--- config.mk ---
export PLATFORM = sky130hd
export DESIGN_NAME = imem_arbiter
export DESIGN_NICKNAME = d
export VERILOG_FILES = /design/src/rtl/imem_arbiter.sv
export SDC_FILE = /design/constraint.sdc
export NUM_CORES = 1
export LEC_CHECK = 0
export CAP_MARGIN = 20
export CORE_MARGIN = 2
export CORE_UTILIZATION = 35
export CTS_CLUSTER_SIZE = 40
export DETAILED_ROUTE_END_ITERATION = 12
export PLACE_DENSITY = 0.76
export SLEW_MARGIN = 20
export SYNTH_ARGS = -nofsm -noshare
export SYNTH_HDL_FRONTEND = slang
export SYNTH_SLANG_ARGS = --single-unit
--- constraint.sdc ---
create_clock -name clk -period 3.6 [get_ports clk]
set_input_delay 0.54 -clock clk [delete_from_list [all_inputs] [get_ports clk]]
set_output_delay 0.54 -clock clk [all_outputs]
set_load 0.01 [all_outputs]
--- src/rtl/imem_arbiter.sv ---
// Round-robin arbiter sharing a single-port, 1-cycle-latency instruction memory
// between the core fetch port (m0) and the loader/debug port (m1), with in-order responses.
module imem_arbiter #(
  parameter int AW = 32,
  parameter int DW = 32
) (
  input  logic          clk,
  input  logic          rst,
  input  logic          m0_req_valid,
  output logic          m0_req_ready,
  input  logic [AW-1:0] m0_addr,
  output logic          m0_rsp_valid,
  input  logic          m0_rsp_ready,
  output logic [DW-1:0] m0_rsp_data,
  input  logic          m1_req_valid,
  output logic          m1_req_ready,
  input  logic          m1_we,
  input  logic [AW-1:0] m1_addr,
  input  logic [DW-1:0] m1_wdata,
  output logic          m1_rsp_valid,
  input  logic          m1_rsp_ready,
  output logic [DW-1:0] m1_rsp_data,
  output logic          mem_en,
  output logic          mem_we,
  output logic [AW-1:0] mem_addr,
  output logic [DW-1:0] mem_wdata,
  input  logic [DW-1:0] mem_rdata
);

  logic          a_valid_q, a_valid_d;
  logic          a_owner_q, a_owner_d;
  logic          a_we_q, a_we_d;
  logic          fifo_owner_q [2];
  logic          fifo_owner_d [2];
  logic [DW-1:0] fifo_data_q [2];
  logic [DW-1:0] fifo_data_d [2];
  logic          wr_ptr_q, wr_ptr_d;
  logic          rd_ptr_q, rd_ptr_d;
  logic [1:0]    count_q, count_d;
  logic          last_grant_q, last_grant_d;

  logic          nonempty;
  logic          head_owner;
  logic [DW-1:0] head_data;
  logic          pop;
  logic          push;
  logic [2:0]    occ;
  logic          free;
  logic          grant;
  logic          win_m1;

  always_comb begin
    nonempty   = (count_q != 2'd0);
    head_owner = fifo_owner_q[rd_ptr_q];
    head_data  = fifo_data_q[rd_ptr_q];
    pop        = nonempty & (head_owner ? m1_rsp_ready : m0_rsp_ready);
    push       = a_valid_q;

    // Slot accounting includes this cycle's pop, so rsp_ready feeds req_ready directly.
    occ  = {1'b0, count_q} - {2'b00, pop} + {2'b00, a_valid_q};
    free = (occ < 3'd2);

    win_m1 = m1_req_valid & (~m0_req_valid | ~last_grant_q);
    grant  = free & ~rst & (m0_req_valid | m1_req_valid);

    m0_req_ready = grant & ~win_m1;
    m1_req_ready = grant & win_m1;

    mem_en    = grant;
    mem_we    = grant & win_m1 & m1_we;
    mem_addr  = win_m1 ? m1_addr : m0_addr;
    mem_wdata = win_m1 ? m1_wdata : '0;

    m0_rsp_valid = nonempty & ~head_owner;
    m1_rsp_valid = nonempty & head_owner;
    m0_rsp_data  = m0_rsp_valid ? head_data : '0;
    m1_rsp_data  = m1_rsp_valid ? head_data : '0;

    a_valid_d = grant;
    a_owner_d = grant ? win_m1 : a_owner_q;
    a_we_d    = grant ? (win_m1 & m1_we) : a_we_q;

    fifo_owner_d = fifo_owner_q;
    fifo_data_d  = fifo_data_q;
    if (push) begin
      fifo_owner_d[wr_ptr_q] = a_owner_q;
      fifo_data_d[wr_ptr_q]  = a_we_q ? '0 : mem_rdata;
    end

    wr_ptr_d     = wr_ptr_q ^ push;
    rd_ptr_d     = rd_ptr_q ^ pop;
    count_d      = count_q + {1'b0, push} - {1'b0, pop};
    last_grant_d = grant ? win_m1 : last_grant_q;
  end

  always_ff @(posedge clk or posedge rst) begin
    if (rst) begin
      a_valid_q    <= 1'b0;
      a_owner_q    <= 1'b0;
      a_we_q       <= 1'b0;
      for (int i = 0; i < 2; i++) begin
        fifo_owner_q[i] <= 1'b0;
        fifo_data_q[i]  <= '0;
      end
      wr_ptr_q     <= 1'b0;
      rd_ptr_q     <= 1'b0;
      count_q      <= 2'd0;
      last_grant_q <= 1'b1;
    end else begin
      a_valid_q    <= a_valid_d;
      a_owner_q    <= a_owner_d;
      a_we_q       <= a_we_d;
      fifo_owner_q <= fifo_owner_d;
      fifo_data_q  <= fifo_data_d;
      wr_ptr_q     <= wr_ptr_d;
      rd_ptr_q     <= rd_ptr_d;
      count_q      <= count_d;
      last_grant_q <= last_grant_d;
    end
  end

endmodule

## Word level (Yosys, flattened, before mapping)

Index checks and enable logic that the tools add are counted.

| word-level totals | value |
|---|---|
| input bits | 135 |
| register bits | 74 |

| cells by class | value |
|---|---|
| muxes and demuxes | 18 |
| reductions and logical operators | 2 |
| add/sub/neg operators | 4 |
| order comparisons | 4 |
| bitwise logic cells | 21 |

Operators with widths:

| cell | count |
|---|---|
| 32-bit 2-to-1 mux | 9 |
| 64-bit bitwise mux | 1 |
| 32-bit demux with 1-bit select | 1 |
| 1-bit bitwise AND | 10 |
| 1-bit 2-to-1 mux | 5 |
| 1-bit NOT | 5 |
| 2-bit >= comparator, second input constant | 2 |
| 1-bit NOT with 2-bit output | 2 |
| 3-bit by 1-bit adder with 3-bit output | 1 |
| 3-bit by 2-bit < comparator with 1-bit output, second input constant | 1 |
| 2-bit by 1-bit subtractor with 3-bit output | 1 |
| 2-bit by 1-bit adder with 2-bit output | 1 |
| 2-bit bitwise mux | 1 |
| 2-bit by 1-bit < comparator with 1-bit output, second input constant | 1 |
| 1-bit bitwise OR | 2 |
| 2-bit nonzero test | 1 |
| 2-bit by 1-bit subtractor with 2-bit output | 1 |
| 1-bit XOR | 2 |
| 1-bit demux with 1-bit select | 1 |
| 1-bit logical AND | 1 |

## Depth between registers and ports, before layout

Gate-level depths: netlist of the first run.

| depth | value |
|---|---|
| word-level depth | 13 |
| depth in mapped cells | 11 |

## Worst setup path after synthesis of the first run

Ideal clock, no wire load.

| timing | value |
|---|---|
| path kind | reg-to-output |
| start | register rd_ptr_q |
| end | output port m0_req_ready |
| setup slack | 359 ps |
| cell stages (with the launch flop) | 11 |
| arrival | 2701 ps |
| cells stage by stage | dfrtp_1 > buf_4 > mux2i_1 > mux2i_1 > nor2_1 > ha_1 > inv_1 > ha_1 > fa_1 > nor4_4 > nor2b_1 |

| between the ends | value |
|---|---|
| word-level cells in the longest chain between the ends | 12 |

Ends and longest elaborated chain:

| element | RTL line | RTL |
|---|---|---|
| start, declared | 38 | `logic rd_ptr_q, rd_ptr_d;` |
| start signal, assigned | 116 | `rd_ptr_q <= rd_ptr_d;` |
| 1-bit NOT with 2-bit output (not written as such) | 54 | `head_owner = fifo_owner_q[rd_ptr_q];` |
| 1-bit 2-to-1 mux (not written as such) (3 in a row) | 54 |  |
| 1-bit 2-to-1 mux | 56 | `pop = nonempty & (head_owner ? m1_rsp_ready : m0_rsp_ready);` |
| 1-bit bitwise AND | 56 |  |
| 2-bit by 1-bit subtractor with 3-bit output | 60 | `occ = {1'b0, count_q} - {2'b00, pop} + {2'b00, a_valid_q};` |
| 3-bit by 1-bit adder with 3-bit output | 60 |  |
| 3-bit by 2-bit < comparator with 1-bit output | 61 | `free = (occ < 3'd2);` |
| 1-bit bitwise AND (2 in a row) | 64 | `grant = free & ~rst & (m0_req_valid \| m1_req_valid);` |
| via mem_en | 23 | `output logic mem_en,` |
| 1-bit bitwise AND | 66 | `m0_req_ready = grant & ~win_m1;` |
| end, declared | 10 | `output logic m0_req_ready,` |

The timed path passes the listed nets, and every way through them passes these cells. The select of a mux whose other input is x is not followed.

## Worst setup path after layout of the first run

| timing | value |
|---|---|
| start | register rd_ptr_q |
| end | output port mem_we |

| between the ends | value |
|---|---|
| word-level cells in the longest chain between the ends | 13 |

Ends and longest elaborated chain:

| element | RTL line | RTL |
|---|---|---|
| 1-bit NOT with 2-bit output (not written as such) | 54 |  |
| 1-bit 2-to-1 mux (not written as such) (3 in a row) | 54 |  |
| 1-bit 2-to-1 mux | 56 |  |
| 1-bit bitwise AND | 56 |  |
| 2-bit by 1-bit subtractor with 3-bit output | 60 |  |
| 3-bit by 1-bit adder with 3-bit output | 60 |  |
| 3-bit by 2-bit < comparator with 1-bit output | 61 |  |
| 1-bit bitwise AND (2 in a row) | 64 |  |
| 1-bit bitwise AND (2 in a row) | 70 | `mem_we = grant & win_m1 & m1_we;` |
| end, declared | 24 | `output logic mem_we,` |

Every way passes these cells. The select of a mux whose other input is x is not followed.

==> run metrics, run 1 <==
placed instance area=0.00724 mm2; Placed Cells=approximately 820; Clock power frac=0.169; gr ovfl total=0; Reg2Reg Capture Point=a_owner_q$_DFFE_PP0N_; Internal Power=3.55 mW; CP required=3.06 ns; xor/xnor share of the synthesized area=0.00201; Root Buffer=clkbuf_16; IO Count=roughly 270; Initial Util=0.361; launching point of the worst reg2reg path=rd_ptr_q$_DFF_PP0_; DP HPWL=~12000 um; most frequent cells in the layout=264 x clkdlybuf4s50_1, 100 x mux2_2, 71 x dfrtp_1; initial drt markers=~120; Layout Nets=804; adder-cell share of the synthesized area=0.0161; Post-Synthesis Net Count=about 540; CTS tree=yes; Synth Area in Compound Gates=0.00661; Sw Pwr=approximately 2 mW; first-pass GRT wire length=22100 um; commonest non-fill, non-tap cell in the layout=clkdlybuf4s50_1; Synth Register Bits=74; final number of max-transition violations=0; ant diodes=0; hold buffers post-CTS=0; DR DRC count=0; die height=116 um; largest net degree at the start of global routing=56; largest family of logic cells by synthesized area=multiplexers; area added between synthesis and finish=74.7%; Via density=around 4.6; WS Path Type=register to primary output; wire per inst=17.7 um; Hold Path Class=register to register; crit-path max FO=2; family with the most delay on the worst path=adder cells; Core Util, Final=0.630; final wirelength=approximately 15000 um; Sw Ratio=0.354; Cell Count, Final, Fillers Out=about 840; clk_skew=roughly 0.0083 ns; Die X-Extent=between 100 and 150 um; Tot GR Track Use=0.218; share of layout cells above drive strength 1=0.225; CP startpoint=rd_ptr_q$_DFF_PP0_; Design Area, Final=roughly 0.0076 mm2; sequential share of the synthesized area=0.426; initial antenna violation count=0; YS warnings=0; Buffers & Inverters on Critical Path=3; Worst path depth=11; Distinct cells, synth=23; CP Launch Type=register; clk buf depth=2; Relative slew margins=0.535; Filler cells=989; worst r2r path cells=11; status=complete, no violations; maximum clock frequency=285 MHz; vias in the first global route=4010; Final Cycle Share=0.976; Num CTS Buffers=9; PortBufs=around 270; Worst-Skew Late Latency=~0.32 ns; CP max stage delay=between 0.4 and 0.5 ns; Gate power share=0.564; crit path DAT=slightly below 3 ns; Worst setup EP type=primary output; mux contribution to synthesized area=0.344; post-route ant nets=0; DR vias=a little under 4000; clk sinks=74; Worst Tran Pin Value=0.698 ns; clk slew on worst S/H paths=approximately 0.060 ns; crit path to=mem_we; H-tree depth=3; R2R Setup Slk=0.67 ns; Worst VDD drop=0.000368 V; final-report hold violation count=0; setup TNS=0 ns; critical path's slowest cell=fa_2; Static Leak=about 3.2 nW; Seq pwr share=0.267; Max Cap Violations=0; P per Cell Area=723 mW/mm2; die area=approximately 0.013 mm2; Core Area=0.0121 mm2; Final setup viols=0; min cycle time layout=between 3 and 4 ns; 1st-pass router iterations=4; placer congestion estimate=around 0.83; CP Cell Sequence=mux2i_2 > mux2i_1 > nor2_1 > ha_1 > inv_1 > ha_2 > fa_2 > nor4_4 > buf_4 > and3_4 > buf_6; Mapped Cells=397; RSZ-0062 raised after global routing=yes; simple-gate area share of the yosys netlist=0.161; mapped cell area=0.00435 mm2; num rows=40; syn avg cell area=~11 um2
## final cells by class
type	instances	area [um2]	area share
well taps	168	210	0.0277
clock buffers	10	229	0.0301
multi-input cells	284	2350	0.309
repair buffers	285	2840	0.374
clock inverters	5	80.1	0.0105
flip-flops and latches	74	1860	0.244
inverters	10	37.5	0.00494
## registers in the layout, summed over array words and instances (netlist names)
| signal | count |
|---|---|
| a_valid_q | 1 |
| count_q | 2 |
| a_owner_q | 1 |
| fifo_owner_q | 2 |
| a_we_q | 1 |
| last_grant_q | 1 |
| rd_ptr_q | 1 |
| fifo_data_q | 64 |
| wr_ptr_q | 1 |
## power by group through the flow
stage	combinational, mW	sequential [mW]	clock, mW
floorplan	1.78	1.37	0
CTS	3.12	1.47	0.946
detailed placement	3.08	1.48	0
finish	3.10	1.47	0.928
global route	3.34	1.52	0.973
global placement	3.00	1.44	0
## synthesized netlist by cell type
cell / n / share of area
buf_6: 3 / 0.0078
and3_1: 1 / 0.0014
inv_1: 10 / 0.0086
o21ai_0: 1 / 0.0011
dfrtp_1: 73 / 0.42
or2_1: 1 / 0.0014
o21ai_1: 1 / 0.0011
fa_1: 1 / 0.0046
o31ai_1: 1 / 0.0017
buf_2: 16 / 0.018
buf_4: 1 / 0.0017
nor2b_1: 33 / 0.047
clkbuf_1: 9 / 0.0078
and2_1: 33 / 0.047
mux2_2: 100 / 0.26
ha_1: 4 / 0.012
nor2_1: 67 / 0.058
nor4_4: 1 / 0.0049
a21boi_2: 1 / 0.0026
mux2i_1: 37 / 0.085
dfstp_2: 1 / 0.0060
xnor2_1: 1 / 0.0020
nand2_1: 1 / 0.00086
## how the worst min path moves through the flow
stage / startpoint / to / slack (ns) / cells past startpoint
6_report: fifo_data_q[32]$_DFFE_PP0P_ / fifo_data_q[32]$_DFFE_PP0P_ / 0.50 / 1
2_1_floorplan: fifo_data_q[32]$_DFFE_PP0P_ / fifo_data_q[32]$_DFFE_PP0P_ / 0.48 / 1
3_3_place_gp: fifo_data_q[39]$_DFFE_PP0P_ / fifo_data_q[39]$_DFFE_PP0P_ / 0.49 / 1
5_1_grt: fifo_data_q[49]$_DFFE_PP0P_ / fifo_data_q[49]$_DFFE_PP0P_ / 0.51 / 1
3_5_place_dp: fifo_data_q[32]$_DFFE_PP0P_ / fifo_data_q[32]$_DFFE_PP0P_ / 0.49 / 1
4_1_cts: fifo_data_q[32]$_DFFE_PP0P_ / fifo_data_q[32]$_DFFE_PP0P_ / 0.51 / 1
## per-layer routing
metal  wire length, um  vias up  global-route usage
met4               284        0              0.0610
li1                  -     1850                   -
met1              5750     1834               0.252
met3               837       14              0.0476
met5                 0        -                   0
met2              7900      149               0.405
## what timing repair did
item                                    4_1_cts  5_1_grt
buffers inserted                              2        0
pin swaps                                     3        2
resized for setup                            20        8
endpoints found under the setup margin        4        4
## stage by stage
step / power (mW) / hold WS (ns) / setup slack (ns)
2_1_floorplan: 3.15 / 0.480 / 0.359
3_3_place_gp: 4.45 / 0.488 / -0.316
3_5_place_dp: 4.56 / 0.495 / -0.382
4_1_cts: 5.54 / 0.506 / -0.0145
5_1_grt: 5.83 / 0.513 / -0.0937
6_report: 5.50 / 0.504 / 0.0870
## cells by family (layout without fill, tap and decap cells)
group                      after synthesis  count (layout)
xor gates and xnor gates                 1               1
muxes                                  137             137
and+or+nand+nor                        137             137
DFF                                     74              74
AOI/OAI and AO/OA                        4               4
buffers and inverters                   39             310
adders and majority gates                5               5
(Power assumes the default switching activity.)
==> inputs of run 2 (changes only) <==
Settings changed: PLACE_DENSITY 0.76 to 0.79, SLEW_MARGIN 20 to not set.
==> run 2 against run 1 <==
Against the previous run: the run now ends with setup timing left; combinational power increased by 4%; setup slack worse by 0.15 ns; largest cell class unchanged; utilization increased by 0.71 points; register-to-register slack got worse by 0.15 ns; total power rose by 4.6%; wire length is 1.0% lower; first-iteration DRC count increased by 35%; hold slack is essentially flat.
==> run metrics, run 2 (synthesis gave the netlist of run 1 again) <==
min cycle time layout=3.66 ns (was 3.51 ns); Worst-Skew Late Latency=0.32 ns (about the same); DP HPWL=11600 um (was 11800 um); DR vias=3878 (was 3847); vias in the first global route=4031 (was 4010); Top Registers=fifo_data_q x64, count_q x2, fifo_owner_q x2 (unchanged); CP required=3.06 ns (about the same); placer congestion estimate=0.851 (was 0.827); num rows=40 (unchanged); share of layout cells above drive strength 1=0.224 (was 0.225); clk buf depth=2 (unchanged); CTS tree=yes (unchanged); Max Cap Violations=0 (unchanged); Layout Nets=806 (was 804); most frequent cells in the layout=264 x clkdlybuf4s50_1, 100 x mux2_2, 72 x dfrtp_1 (was 264 x clkdlybuf4s50_1, 100 x mux2_2, 71 x dfrtp_1); fin worst setup slack=-0.0598 ns (was 0.0870 ns); critical path's slowest cell=fa_2 (unchanged); final number of max-transition violations=0 (unchanged); largest reg by FF count=fifo_data_q (unchanged); clk sinks=74 (unchanged); launching point of the worst reg2reg path=rd_ptr_q$_DFF_PP0_ (unchanged); R2R Setup Slk=0.52 ns (was 0.67 ns); Final Cycle Share=1.02 (was 0.976); final-report hold violation count=0 (unchanged); CP startpoint=rd_ptr_q$_DFF_PP0_ (unchanged); initial drt markers=165 (was 122); Relative slew margins=0.397 (was 0.535); setup TNS=-0.0909 ns (was 0 ns); Hold Path Class=register to register (unchanged); Design Area, Final=0.00769 mm2 (was 0.00760 mm2); Initial Util=0.361 (unchanged); Tot GR Track Use=0.220 (was 0.218); gr ovfl total=0 (unchanged); Root Buffer=clkbuf_16 (unchanged); crit path DAT=3.12 ns (was 2.97 ns); Worst setup EP type=primary output (unchanged); H-tree depth=3 (unchanged); Die X-Extent=116 um (unchanged); die height=116 um (unchanged); DP Worst Slack=-0.437 ns (was -0.382 ns); Total Power=5.75 mW (was 5.50 mW); P per Cell Area=748 mW/mm2 (was 723 mW/mm2); maximum clock frequency=273 MHz (was 285 MHz); ant diodes=0 (unchanged); max FFs per register=64 (unchanged); Num CTS Buffers=9 (unchanged); RSZ-0062 raised after global routing=yes (unchanged); CP max stage delay=0.46 ns (about the same); Worst VDD drop=0.000286 V (was 0.000368 V); IO Count=269 (unchanged); status=finished, violations left (was complete, no violations); Cell Count, Final, Fillers Out=838 (was 836); initial antenna violation count=0 (unchanged); first-pass GRT wire length=22100 um (about the same); die area=0.0133 mm2 (unchanged); WS Path Type=register to primary output (unchanged); DR DRC count=0 (unchanged); clk slew on worst S/H paths=0.06 ns (about the same); Buffers & Inverters on Critical Path=4 (was 3); CP Launch Type=register (unchanged); 1st-pass router iterations=4 (unchanged); clk_skew=0.00583 ns (was 0.00828 ns); placed instance area=0.00723 mm2 (was 0.00724 mm2); Via density=4.63 (was 4.60); commonest non-fill, non-tap cell in the layout=clkdlybuf4s50_1 (unchanged); family with the most delay on the worst path=adder cells (unchanged); crit-path max FO=3 (was 2); CP Cell Sequence=mux2i_2 > mux2i_1 > nor2_1 > ha_1 > inv_1 > ha_2 > fa_2 > nor4_4 > buf_6 > buf_12 > and3_1 > buf_2 (was mux2i_2 > mux2i_1 > nor2_1 > ha_1 > inv_1 > ha_2 > fa_2 > nor4_4 > buf_4 > and3_4 > buf_6); area added between synthesis and finish=76.6% (was 74.7%); worst hold slack=0.504 ns (about the same); Final setup viols=2 (was 0); wire per inst=17.4 um (was 17.7 um); violated checks=setup timing; post-route ant nets=0 (unchanged); Placed Cells=818 (was 819); final wirelength=14600 um (was 14800 um); Core Util, Final=0.637 (was 0.630); PortBufs=268 (unchanged); Static Leak=3.24 nW (was 3.19 nW); largest net degree at the start of global routing=37 (was 56); hold_sp=fifo_data_q[7]$_DFFE_PP0P_ (was fifo_data_q[32]$_DFFE_PP0P_); Core Area=0.0121 mm2 (unchanged); Worst Tran Pin Value=0.904 ns (was 0.698 ns)
## run 2: cell count changes in the layout (fill, tap and decap cells not counted), moves of 2 or more
cell / previous run / this run
clkinvlp_4: 2 / 0
ha_2: 1 / 3
ha_1: 3 / 1
buf_16: 0 / 2
bufinv_16: 2 / 4
## run 2: final cells by class
cell class | instances | area (um2)
Fill cell | 986 | 4380
Timing Repair Buffer | 287 | 2880
Multi-Input combinational cell | 284 | 2350
Sequential cell | 74 | 1850
Clock buffer | 10 | 229
Tap cell | 168 | 210
Clock inverter | 5 | 129
Inverter | 10 | 37.5
## run 2: layer usage
layer | track usage | wire length (um) | share of wire | up-vias
met5 | 0 | 0 | 0 | -
met4 | 0.0763 | 367 | 0.025 | 0
met3 | 0.0502 | 854 | 0.058 | 16
met2 | 0.403 | 7860 | 0.54 | 149
met1 | 0.250 | 5540 | 0.38 | 1848
li1 | - | - | - | 1865
## run 2: final timing paths
check,cells past startpoint,to
min reg2reg,1,fifo_data_q[7]$_DFFE_PP0P_
max reg2reg,12,a_owner_q$_DFFE_PP0N_
max,12,mem_we
min,1,fifo_data_q[7]$_DFFE_PP0P_
max in group asynchronous,3,fifo_data_q[28]$_DFFE_PP0P_
min in group asynchronous,2,fifo_data_q[56]$_DFFE_PP0P_
## run 2: power by group
group / switching (mW) / total, mW / internal (mW)
Sequential: 0.225 / 1.44 / 1.21
Combinational: 1.42 / 3.23 / 1.81
Clock: 0.331 / 1.08 / 0.745
## run 2: timing repair
action	in CTS	in global routing
endpoints found under the setup margin	4	4
pin swaps	1	1
gates resized for setup	21	2
setup buffers	4	2
hold buffers	0	0
